[src/rtl/mem_access_unit.sv]
// mem_access_unit
// ----------------------------------------------------------------------------
// CPU-side sequencer. It turns 8-bit and 16-bit requests into byte-wide
// strobed accesses on a 256-byte block RAM. The RAM is read-first and acts on
// the rising level of mem_clk. A 16-bit word is stored little-endian: the low
// byte is at addr and the high byte is at addr+1 (mod 256). Every request
// returns exactly one response.
//
// Parameters
//   WAIT_CYC  clk_qzt cycles spent in WAIT after each strobe (>= 1)
//   CNT_W     width of acc_count
//
// Ports
//   clk_qzt, rst                    clock (posedge) and async active-high reset
//   req_valid/req_ready             request handshake
//   req_write, req_word             1=write / 1=16-bit access
//   req_addr, req_wdata             byte address and write data
//   rsp_valid, rsp_rdata            one-cycle completion pulse and read data
//                                   (for a write, the previous contents)
//   mem_en, mem_clk, mem_we         RAM enable, strobe and write enable
//   mem_addr, mem_wdata, mem_rdata  RAM address and data
//   acc_count                       completed-access count
//
// Optional feature: define MEM_ACCESS_CNT_EN to enable the saturating access
// counter. When it is undefined, acc_count is tied to zero.
module mem_access_unit #(
    parameter int WAIT_CYC = 2,
    parameter int CNT_W    = 16
) (
    input  logic             clk_qzt,
    input  logic             rst,
    input  logic             req_valid,
    output logic             req_ready,
    input  logic             req_write,
    input  logic             req_word,
    input  logic [7:0]       req_addr,
    input  logic [15:0]      req_wdata,
    output logic             rsp_valid,
    output logic [15:0]      rsp_rdata,
    output logic             mem_en,
    output logic             mem_clk,
    output logic             mem_we,
    output logic [7:0]       mem_addr,
    output logic [7:0]       mem_wdata,
    input  logic [7:0]       mem_rdata,
    output logic [CNT_W-1:0] acc_count
);

    generate
        if (WAIT_CYC < 1) begin : g_bad_wait_cyc
            $error("mem_access_unit: WAIT_CYC must be at least 1");
        end
    endgenerate

    localparam int WC_W = (WAIT_CYC > 1) ? $clog2(WAIT_CYC) : 1;

    typedef enum logic [1:0] {
        S_IDLE,
        S_PULSE,
        S_WAIT,
        S_RESP
    } state_t;

    state_t            state;
    logic [WC_W-1:0]   wait_cnt;
    logic              word_q;     // current request is a 16-bit access
    logic              byte_sel;   // 0 while handling the low byte, 1 for the high byte
    logic [7:0]        wdata_hi;   // high write byte, issued on the second strobe
    logic [15:0]       rdata_buf;  // bytes collected for the pending response

    always_ff @(posedge clk_qzt or posedge rst) begin
        if (rst) begin
            state     <= S_IDLE;
            wait_cnt  <= '0;
            word_q    <= 1'b0;
            byte_sel  <= 1'b0;
            wdata_hi  <= 8'h00;
            rdata_buf <= 16'h0000;
            req_ready <= 1'b0;
            rsp_valid <= 1'b0;
            rsp_rdata <= 16'h0000;
            mem_en    <= 1'b0;
            mem_clk   <= 1'b0;
            mem_we    <= 1'b0;
            mem_addr  <= 8'h00;
            mem_wdata <= 8'h00;
        end else begin
            mem_en    <= 1'b1;
            rsp_valid <= 1'b0;
            case (state)
                S_IDLE: begin
                    if (req_valid && req_ready) begin
                        word_q    <= req_word;
                        byte_sel  <= 1'b0;
                        wdata_hi  <= req_wdata[15:8];
                        rdata_buf <= 16'h0000;
                        mem_addr  <= req_addr;
                        mem_we    <= req_write;
                        mem_wdata <= req_wdata[7:0];
                        req_ready <= 1'b0;
                        state     <= S_PULSE;
                    end else begin
                        // mem_en is still low on the first edge after reset,
                        // so ready rises one edge later.
                        req_ready <= mem_en;
                    end
                end
                S_PULSE: begin
                    // Address, data and write enable were set one cycle earlier.
                    mem_clk  <= 1'b1;
                    wait_cnt <= '0;
                    state    <= S_WAIT;
                end
                S_WAIT: begin
                    mem_clk <= 1'b0;
                    if (wait_cnt == WC_W'(WAIT_CYC - 1)) begin
                        if (byte_sel) begin
                            rdata_buf[15:8] <= mem_rdata;
                        end else begin
                            rdata_buf[7:0] <= mem_rdata;
                        end
                        if (word_q && !byte_sel) begin
                            byte_sel  <= 1'b1;
                            mem_addr  <= mem_addr + 8'd1;  // 0xFF wraps to 0x00
                            mem_wdata <= wdata_hi;
                            state     <= S_PULSE;
                        end else begin
                            mem_we <= 1'b0;
                            state  <= S_RESP;
                        end
                    end else begin
                        wait_cnt <= wait_cnt + WC_W'(1);
                    end
                end
                S_RESP: begin
                    rsp_valid <= 1'b1;
                    rsp_rdata <= rdata_buf;
                    req_ready <= 1'b1;
                    state     <= S_IDLE;
                end
                default: begin
                    state <= S_IDLE;
                end
            endcase
        end
    end

`ifdef MEM_ACCESS_CNT_EN
    // Saturating count of completed accesses; only reset clears it.
    always_ff @(posedge clk_qzt or posedge rst) begin
        if (rst) begin
            acc_count <= '0;
        end else if (state == S_RESP && acc_count != {CNT_W{1'b1}}) begin
            acc_count <= acc_count + CNT_W'(1);
        end
    end
`else
    assign acc_count = '0;
`endif

endmodule
[config.mk]
export PLATFORM = sky130hd
export DESIGN_NAME = mem_access_unit
export DESIGN_NICKNAME = d
export VERILOG_FILES = /design/src/rtl/mem_access_unit.sv
export SDC_FILE = /design/constraint.sdc
export NUM_CORES = 1
export LEC_CHECK = 0
export CORE_MARGIN = 5
export CORE_UTILIZATION = 40
export CTS_CLUSTER_DIAMETER = 200
export DETAILED_ROUTE_END_ITERATION = 16
export PLACE_DENSITY = 0.72
export REMOVE_ABC_BUFFERS = 1
export SKIP_CTS_REPAIR_TIMING = 1
export SYNTH_ARGS = -nofsm -noshare
export SYNTH_HDL_FRONTEND = slang
export SYNTH_SLANG_ARGS = --single-unit
[constraint.sdc]
create_clock -name clk_qzt -period 1.9 [get_ports clk_qzt]
set_clock_uncertainty 0.15 [all_clocks]
set_input_delay 0.285 -clock clk_qzt [delete_from_list [all_inputs] [get_ports clk_qzt]]
set_output_delay 0.285 -clock clk_qzt [all_outputs]
set_load 0.02 [all_outputs]
== After elaboration in Yosys (flattened, before gate mapping) ==
Index checks and enable logic that the tools add are counted.
W data, S select, Z words.
Operators by class
  multiplexer cells: 31
  add/sub/neg operators: 2
  reduce and logical (&&, ||, !) cells: 13
  equal/unequal tests: 9
Operator list (number)
  $mux W8: 8
  $mux W16: 2
  $pmux W16 S2: 1
  $pmux W8 S2: 2
  $reduce_and A4 Y1: 4
  $ne A2 B2 Y1 const B: 6
  $pmux W1 S2: 5
  $mux W1: 9
  $add A8 B1 Y8 const B: 1
  $pmux W2 S4: 1
  $mux W2: 3
  $reduce_bool A2 Y1: 3
  $eq A2 B2 Y1 const B: 2
  $reduce_and A2 Y1: 2
  $eq A2 B1 Y1 const B: 1
  $logic_and A1 B1 Y1: 2
  $logic_not A2 Y1: 1
  $add A1 B1 Y1 const B: 1
  $logic_not A1 Y1: 1
Word-level totals
  output and inout port bits: 53
  logic and storage cells: 70
  input bits: 37
  register bits after elaboration: 66

== Longest topological paths before layout ==
Gate-level depths: netlist of the first run.
  depth after elaboration: 5
  depth in mapped cells: 7
  depth with buffers taken out: 6

== Worst setup path before layout of the first run ==
Ideal clock, no wire load.
  kind: register to register
  start point: register state[0]
  end point: register rdata_buf[0]
  setup time: 0.125 ns
  arrival time: 1.684 ns
  period minus slack after synthesis: 1.959 ns
  setup slack: -0.059 ns
  stages on the path, launching flop included: 8
  buffers on the path: 1
  required time: 1.625 ns
  cell sequence: dfrtp_1 -> inv_1 -> ha_1 -> a21boi_2 -> or2_4 -> a21o_1 -> buf_6 -> mux2_4
Between the ends
  word-level cells in the longest chain between the ends: 3
  elaborated cells on any way between the ends: 8
  those cells by class: eq/ne (4); mux (1); reduce/logical (3)
Ends and longest elaborated chain
  start: declaration: line 64  | state_t state;
  start signal: assignment: line 73  | state <= S_IDLE;
  start signal: assignment: line 101  | state <= S_PULSE;
  start signal: assignment: line 112  | state <= S_WAIT;
  $eq A2 B2 Y1 or $logic_not A2 Y1 (tied branches): line 90  | case (state)
  $ne A2 B2 Y1 (no line) or $reduce_bool A2 Y1 (tied branches)
  $reduce_and A4 Y1 (no line)
  end signal: assignment: line 120  | rdata_buf[7:0] <= mem_rdata;
  end: declaration: line 69  | logic [15:0] rdata_buf;
Several ways; a longest one is shown, not always the timed one.
A chain may end at the register's enable or synchronous reset.

== Final worst setup path of the first run ==
  start point: register state[1]
  end point: register rdata_buf[15]
The elaborated chain is that of the path after synthesis.

==> parameters.txt, run 1 <==
Parameter                              Value

Setup path
  Worst Reg-to-Reg Cells    6
  Cells traversed along the worst timing path    ha_4 > mux2i_2 > or2_4 > a21oi_4 > buf_12 > mux2_2
  Endpoint of the worst register-to-register path    rdata_buf[15]
  Kind of end point of the critical path    register
  Peak per-stage delay on the critical path    between 0.4 and 0.5 ns
  Cell with the largest stage delay on the worst path    dfrtp_1
  Arrival time reported for the critical path endpoint    2.00 ns
  Flop-to-flop setup slack    -0.03 ns
  Kind of start point of the critical path    register
  Startpoint-to-endpoint class of the critical path    reg2reg
  Combined buffer and inverter count along the critical path    1
  CP Max Fanout    8
  Launch instance of the worst register-to-register path    state[1]
  Cell family contributing the most delay on the critical path    multiplexers
  Required time at the endpoint of the critical path    1.97 ns

Logic synthesis
  EDFF count, synth    0
  Commonest cells in the netlist    dfrtp_1 (66), mux2_2 (33), a21oi_1 (24), buf_4 (16), mux2i_1 (12)
  Area fraction in compound gates after synthesis    8.663%
  Fraction of registers with async set/reset    100.0%
  Multiplexer share of the synthesized area    20.17%
  Netlist area before placement    3033 um2
  Yosys top cell area share    54.46%
  Syn Area/Cell    12.23 um2
  Most common flop cell mapped by yosys    dfrtp_1
  Share of synthesized cell area in full adder, half adder and majority cells    2.063%
  Post-Syn Instances    248
  Xor-xnor portion of the synthesized cell area    0%
  Sequential cell area fraction in the yosys report    between 50 and 60%
  Cell taking the most area after synthesis    dfrtp_1
  Dominant combinational cell family by area after synthesis    multiplexers
  Area share of and/or/nand/nor cells after synthesis    7.591%
  Cell with the most instances after synthesis    dfrtp_1
  Number of different library cells in the post-synthesis netlist    35
  Synth warnings    0
  Top area cells in the synthesized netlist    dfrtp_1 (54%), mux2_2 (12%), a21oi_1 (4.0%), mux2i_1 (4.0%), buf_4 (4.0%)
  Register bit total from synthesis    66

Placed design
  Placer's final routability congestion estimate    0.7551
  Standard cell area after detailed placement    around 4000 um2
  Count of buffers from port buffering    73
  Detailed placer's ending HPWL    ~4.4 mm

Clocking
  Number of buffers inserted during clock tree synthesis    9
  Root Driver    clkbuf_8
  Reg clk slew, reported paths    ~0.070 ns
  Number of sinks on the clock net    66
  Clock tree from TritonCTS    built
  Clock insertion delay at the later pin of the skew report    0.33 ns
  H-tree lvl count    3
  Clock tree buffer depth    2

Final layout
  Share of cells above drive strength 1    26.80%
  Fin area    4293 um2
  Filler cells    approximately 600
  Antenna diode count    0
  Area added between synthesis and finish    41.54%
  Number of nets at the end of the flow    384

Routing
  Post-route DRC violation count    0
  Iteration-0 DRC Markers    50
  Residual antenna-violating net count after detailed routing    0
  Detailed-route vias per instance    4.720
  Total routed wirelength    6.461 mm
  Number of iterations in the first detailed-routing pass    4
  Via Count    2105
  Average wire per cell in the routed design    around 14 um

Floorplan
  I/O pin count    90
  Rows    31
  Core area    7331 um2
  Starting Density    41.37%
  Chip height    97.08 um
  Horizontal die dimension    97.08 um
  Total die area    9424 um2

STA
  Count of final hold-check violations    0
  # setup viols final    8
  Post-route clock period utilization    101.5%
  Fmax    ~520 MHz
  Total negative setup slack    -0.1638 ns
  Final period demand of the worst path    just under 2 ns
  Worst path setup slack after routing    -0.02894 ns
  Final max-slew violation count    0
  RSZ-0062 raised after global routing    true

Outcome
  Violated checks    setup timing
  Status    finished with violations

Pwr
  Leakage    slightly below 2 nW
  Maximum vdd ir drop    742.4 uV
  Power per Cell Area    1690 nW/um2
  Total power consumption of the routed design    roughly 7.3 mW

GRT
  Gr usage total    13.68%
  Global route overflow    0
  Number of antenna violations at the first check in global routing    0
  Via count of the first global-routing pass    2196
  Largest net degree at the start of global routing    67
  Global-route wire length before repair    10.54 mm

Flow run
  Count of max-cap constraint violations    0

Min path
  Hold crit path type    in2async
==> power breakdown <==
part / total [mW] / internal, mW / leakage, nW / switching (mW)
sequential: 2.30 / 1.93 / 0.826 / 0.363
clock: 1.19 / 0.641 / 0.0945 / 0.550
combinational: 3.77 / 2.02 / 1.02 / 1.75
==> registers in the layout, summed over array words and instances (netlist names) <==
signal	count
rsp_rdata	16
mem_clk	1
mem_wdata	8
rdata_buf	16
state	2
mem_en	1
word_q	1
wdata_hi	8
wait_cnt	1
mem_we	1
req_ready	1
mem_addr	8
byte_sel	1
rsp_valid	1
==> cells by family after synthesis <==
group                    Yosys count
AND/OR/NAND/NOR                   44
multiplexers                      53
flip-flops                        66
AO/OA/AOI/OAI                     43
adder cells (fa/ha/maj)            5
buffers and inverters             35
other                              2
==> metal layers <==
| metal | up-vias | share of wire [%] | GRT usage (%) |
|---|---|---|---|
| met1 | 1033 | 45 | 17.01 |
| met5 | - | 0 | 0 |
| met3 | 2 | 6.0 | 5.025 |
| met2 | 58 | 49 | 22.19 |
| met4 | 0 | 0.26 | 4.212 |
| li1 | 1012 | - | - |
==> stage by stage <==
stage	setup slack, ns	cells	hold WS [ns]	utilization [%]
after global routing	-0.08533	446	0.2127	58.56
final	-0.02894	446	0.1925	58.56
after CTS	-0.1887	443	0.1987	56.77
after global placement	-0.1917	427	0.3404	53.99
after detailed placement	-0.2032	427	0.3443	53.99
after floorplan	-1.598	236	0.2840	-
==> worst max path at each step <==
stage,startpoint,to,slack [ns],cells after the start
2_1_floorplan,state[0],mem_addr[5],-1.60,6
3_3_place_gp,req_valid,rdata_buf[7],-0.19,5
3_5_place_dp,req_valid,rdata_buf[4],-0.20,5
4_1_cts,state[0],rdata_buf[4],-0.19,6
5_1_grt,state[1],rdata_buf[15],-0.09,6
6_report,state[1],rdata_buf[15],-0.03,6
==> area by class of cell <==
type | count | area (um2) | area share [%]
inverter | 8 | 30.03 | 0.6995
clock inverter | 6 | 66.31 | 1.545
multi-input combinational | 162 | 1290 | 30.05
tap | 99 | 123.9 | 2.885
sequential | 66 | 1652 | 38.47
clock buffer | 10 | 137.6 | 3.206
timing repair buffer | 95 | 993.5 | 23.14
==> layout by cell type (no fill, tap or decap), types with 4 or more instances in the layout <==
cell / instances
clkdlybuf4s50_1: 70
dfrtp_1: 66
mux2_2: 33
a21oi_1: 23
conb_1: 17
buf_4: 12
mux2i_1: 11
nor2_1: 10
clkbuf_8: 10
and2_1: 8
mux2_4: 8
nand3_1: 7
o21ai_0: 7
nand2_1: 7
inv_1: 5
nand2b_1: 4
buf_6: 4
buf_12: 4
==> worst reg2reg max path, delay by kind of cell, from the launching register on <==
kind | cells | cell delay [ns]
simple gates | 1 | 0.29
buf+inv | 1 | 0.14
compound gates | 1 | 0.14
fa+ha+maj | 1 | 0.19
flops | 1 | 0.43
mux | 2 | 0.50
Note: power is estimated with default switching activity, not from simulation.
==> run 2, diff against run 1 <==
- CORE_MARGIN: 5 -> default
==> parameters.txt, run 2 (same netlist as run 1, synthesis figures left out) <==
Parameter                              Value

Routing
  Post-route DRC violation count    0
  Average wire per cell in the routed design    13.99 um
  Residual antenna-violating net count after detailed routing    0
  Via Count    2152
  Number of iterations in the first detailed-routing pass    4
  Iteration-0 DRC Markers    54
  Detailed-route vias per instance    4.858
  Total routed wirelength    6.198 mm

Pwr
  Internal power    4.544 mW
  Maximum vdd ir drop    803.9 uV
  Share of power burned in registers    between 30% and 40%
  Comb power frac    52.5%
  NetSw    2.655 mW
  Power per Cell Area    between 1500 and 2000 nW/um2
  Leakage    approximately 1.9 nW
  Share of power burned in the clock network    15.3%
  Switching part of the total power    36.88%

Clocking
  Clock insertion delay at the later pin of the skew report    0.34 ns
  Number of sinks on the clock net    66
  Reg clk slew, reported paths    roughly 0.080 ns
  Clock tree from TritonCTS    built
  Clock tree buffer depth    2
  H-tree lvl count    3
  Root Driver    clkbuf_8
  Number of buffers inserted during clock tree synthesis    9

Placed design
  Count of buffers from port buffering    73
  Placer's final routability congestion estimate    0.7785
  Post-Place Setup Slack    -0.2127 ns
  Detailed placer's ending HPWL    4.168 mm

Outcome
  Status    finished with violations
  Violated checks    setup timing

GRT
  Number of antenna violations at the first check in global routing    0
  Largest net degree at the start of global routing    67
  Global-route wire length before repair    roughly 9.8 mm
  Via count of the first global-routing pass    2082
  Global route overflow    0
  Gr usage total    16.60%

Setup path
  Launch instance of the worst register-to-register path    state[1]
  Cells traversed along the worst timing path    inv_2 > ha_4 > a21boi_2 > or2_4 > a21oi_4 > buf_12 > mux2_4
  Kind of end point of the critical path    register
  Peak per-stage delay on the critical path    0.42 ns
  Kind of start point of the critical path    register
  Endpoint of the worst register-to-register path    rdata_buf[13]
  Startpoint-to-endpoint class of the critical path    reg2reg
  Worst Reg-to-Reg Cells    7
  Cell with the largest stage delay on the worst path    dfrtp_2
  Flop-to-flop setup slack    -0.003 ns
  Arrival time reported for the critical path endpoint    1.97 ns
  Required time at the endpoint of the critical path    1.96 ns
  CP Max Fanout    8

Final layout
  Most common cell after layout, fill and taps aside    clkdlybuf4s50_1
  Filler cells    around 620
  Highest-count cells in the layout ignoring fill and taps    clkdlybuf4s50_1 (72), dfrtp_1 (65), mux2_2 (25), a21oi_1 (23), conb_1 (17)
  Area added between synthesis and finish    41.34%
  Number of nets at the end of the flow    381
  Share of cells above drive strength 1    roughly a quarter
  Registers with the most flip-flops    rdata_buf (16), rsp_rdata (16)
  Antenna diode count    0

STA
  RSZ-0062 raised after global routing    true
  Final period demand of the worst path    between 1.5 and 2 ns
  Worst hold slack after final layout    0.1919 ns
  Worst path setup slack after routing    -0.002907 ns
  # setup viols final    2
  Count of final hold-check violations    0
  Fmax    525.5 MHz
  Post-route clock period utilization    100.2%
  Final max-slew violation count    0

Floorplan
  Total die area    between 7000 and 8000 um2
  Chip height    about 89 um
  Rows    31
  Horizontal die dimension    approximately 90 um
  I/O pin count    90
  Core area    7292 um2
  Starting Density    41.59%

Min path
  Hold crit path type    in2async

Flow run
  Count of max-cap constraint violations    0
-- run 2: cell type report --
cell class | count | area, um2 | area share [%]
flip-flops and latches | 66 | 1653 | 38.56
multi-input cells | 162 | 1323 | 30.85
repair buffers | 92 | 967.2 | 22.56
clock buffers | 12 | 165.2 | 3.853
well taps | 99 | 123.9 | 2.890
inverters | 8 | 30.03 | 0.7005
clock inverters | 4 | 25.02 | 0.5838
-- run 2: per-layer routing --
metal,share of wire [%],track usage (%),vias to the layer above
met4,1.2,6.926,0
met5,0,0,-
met1,45,20.04,1061
met2,48,28.46,73
li1,-,-,1010
met3,6.1,4.155,8
-- run 2: stage by stage --
step | power [mW] | util [%] | cell area (um2) | cells | TNS (ns)
floorplan | 4.329 | - | 2913 | 236 | -54.13
global placement | 5.535 | 53.59 | 3908 | 422 | -3.332
detailed placement | 5.638 | 53.59 | 3908 | 422 | -4.291
CTS | 6.755 | 56.19 | 4098 | 438 | -3.545
global route | 7.680 | 58.79 | 4287 | 443 | -1.087
finish | 7.199 | 58.79 | 4287 | 443 | -0.004109
-- run 2: worst max path at each step --
stage	startpoint	endpoint	slack (ns)	cells after the start
finish	state[1]	rdata_buf[13]	-0.003	7
global route	state[1]	mem_addr[4]	-0.07	9
CTS	state[0]	rdata_buf[2]	-0.21	6
detailed placement	req_valid	rdata_buf[6]	-0.21	5
global placement	req_valid	rdata_buf[6]	-0.19	5
floorplan	state[0]	mem_addr[5]	-1.60	6
-- run 2: power groups by stage --
| stage | clock network, mW | registers [mW] | logic [mW] |
|---|---|---|---|
| after floorplan | 0 | 2.59 | 1.74 |
| after global placement | 0 | 2.30 | 3.24 |
| after detailed placement | 0 | 2.32 | 3.32 |
| after CTS | 1.13 | 2.30 | 3.33 |
| after global routing | 1.18 | 2.39 | 4.11 |
| final | 1.10 | 2.32 | 3.78 |
-- run 2: worst max-delay path: cells and delay by family (launching register included) --
family / cells / cell delay, ns
adder cells (fa/ha/maj): 1 / 0.16
multiplexers: 1 / 0.30
buffers and inverters: 2 / 0.22
AO/OA/AOI/OAI: 2 / 0.29
AND/OR/NAND/NOR: 1 / 0.26
flip-flops: 1 / 0.42
==> edit: new RTL, config.mk and constraints of run 1 <==
Set the parameter `WAIT_CYC` to 4 (it was 2).
--- a/src/rtl/mem_access_unit.sv
+++ b/src/rtl/mem_access_unit.sv
@@ -25,5 +25,5 @@
 // counter. When it is undefined, acc_count is tied to zero.
 module mem_access_unit #(
-    parameter int WAIT_CYC = 2,
+    parameter int WAIT_CYC = 4,
     parameter int CNT_W    = 16
 ) (
Check against the original RTL: not equivalent (Yosys sat finds a counterexample within 10 cycles, from zero or initial values and one cycle with rst high).
==> edit against run 1 <==
The run still ends with negative setup slack left. Cell count is 4.5% higher. Sequential cell count is 1 higher. Routed wire length is 7.9% higher. Final area is 4.3% higher. Worst setup slack worse by 160 ps. Synthesized area is 3.4% higher. Total power is 11% higher. Synthesized cell count is 3.6% higher. Critical path type unchanged. Largest cell class unchanged.
==> edit: results (changes against run 1) <==
Run status
  – Status: finished, violations left (unchanged)
  – Violated checks: negative setup slack (unchanged)

Pwr
  – Leakage: 2.069 nW (was 1.938 nW)
  – P_sw: 3.065 mW (was 2.660 mW)
  – Seq. pwr: 2.41 mW (was 2.30 mW)
  – Overall Power: 8.046 mW (was 7.254 mW)
  – Worst VDD drop: 0.8474 mV (was 0.7424 mV)

Global route
  – Vias in the first global route: 2235 (was 2196)
  – First-pass GRT wire length: 10.88 mm (was 10.54 mm)
  – Met2 Use GR: 0.2200 (was 0.2219)
  – Met1 Resource Use GR: 0.1772 (was 0.1701)

Logic synthesis
  – Most frequent cells after synthesis: 67 x dfrtp_1, 34 x mux2_2, 21 x nand2_1 (was 66 x dfrtp_1, 33 x mux2_2, 24 x a21oi_1)
  – Largest cells by area after synthesis: dfrtp_1 53%, mux2_2 12%, buf_4 3.8%, mux2_4 3.8%, mux2i_1 3.2% (was dfrtp_1 54%, mux2_2 12%, a21oi_1 4.0%, mux2i_1 4.0%, buf_4 4.0%)
  – Register area share after synthesis: 0.5345 (was 0.5446)

STA
  – Final setup violation count: 30 (was 8)
  – Setup ws final: -185.7 ps (was -28.94 ps)

Routing
  – WL per Instance: 14.97 microns (was 14.49 microns)
  – Vias per cell: 4.824 (was 4.720)
  – DRC marker count from the first detailed-route iteration: 56 (was 50)

Place
  – Dpl ws: -388.5 ps (was -203.2 ps)
  – Placed Area: 0.004075 sq mm (was 0.003958 sq mm)
  – Final HPWL DP: 4.750 mm (was 4.432 mm)

Critical path
  – Slowest CP cell: or3_4 (was dfrtp_1)
  – Family with the most delay on the worst path: simple AND/OR/NAND/NOR gates (was multiplexers)

Cells and area
  – NumNets Final: 403 (was 384)
## edit: cell types whose count changed in the layout (fill, tap and decap cells not counted), moves of 3 or more
cell	before	now
o21ai_1	0	3
nand2_1	7	21
buf_4	12	18
mux2_4	8	16
a21oi_1	23	14
o21ai_0	7	14
mux2_2	33	26
nor2_1	10	6
## edit: final cells by class
cell class	count	area share
clock inverter	7	0.01146
inverter	6	0.005031
multi-input combinational	173	0.3150
sequential	67	0.3745
tap	102	0.02851
clock buffer	9	0.02767
timing repair buffer	102	0.2378
## edit: worst paths after layout
kind / depth (start not counted) / from / slack, ps / endpoint
max in group asynchronous: 3 / rst / 1130 / wait_cnt[1]$_DFFE_PP0P_
min reg2reg: 2 / mem_wdata[7]$_DFFE_PP0P_ / 340 / mem_wdata[7]$_DFFE_PP0P_
max: 7 / state[1]$_DFFE_PP0P_ / -190 / rdata_buf[9]$_DFFE_PP0P_
min in group clk_qzt: 2 / mem_wdata[7]$_DFFE_PP0P_ / 340 / mem_wdata[7]$_DFFE_PP0P_
max reg2reg: 7 / state[1]$_DFFE_PP0P_ / -190 / rdata_buf[9]$_DFFE_PP0P_
min: 3 / rst / 170 / rsp_rdata[12]$_DFFE_PP0P_
## edit: stage by stage
stage / setup TNS [ps] / cells
finish: -4112 / 466
global route: -6374 / 466
CTS: -5524 / 458
detailed placement: -7476 / 442
global placement: -5939 / 442
floorplan: -51960 / 246
## edit: cell families after synthesis
group	synth area share
DFF	0.5345
muxes	0.1923
and+or+nand+nor	0.08018
AOI/OAI and AO/OA	0.1001
buffers and inverters	0.06263
adders and majority gates	0.02792
other	0.002394
## edit: tightest hold or removal path: stages
cell and delay, ps:
clkdlybuf4s50_1 410, inv_2 70, buf_12 290
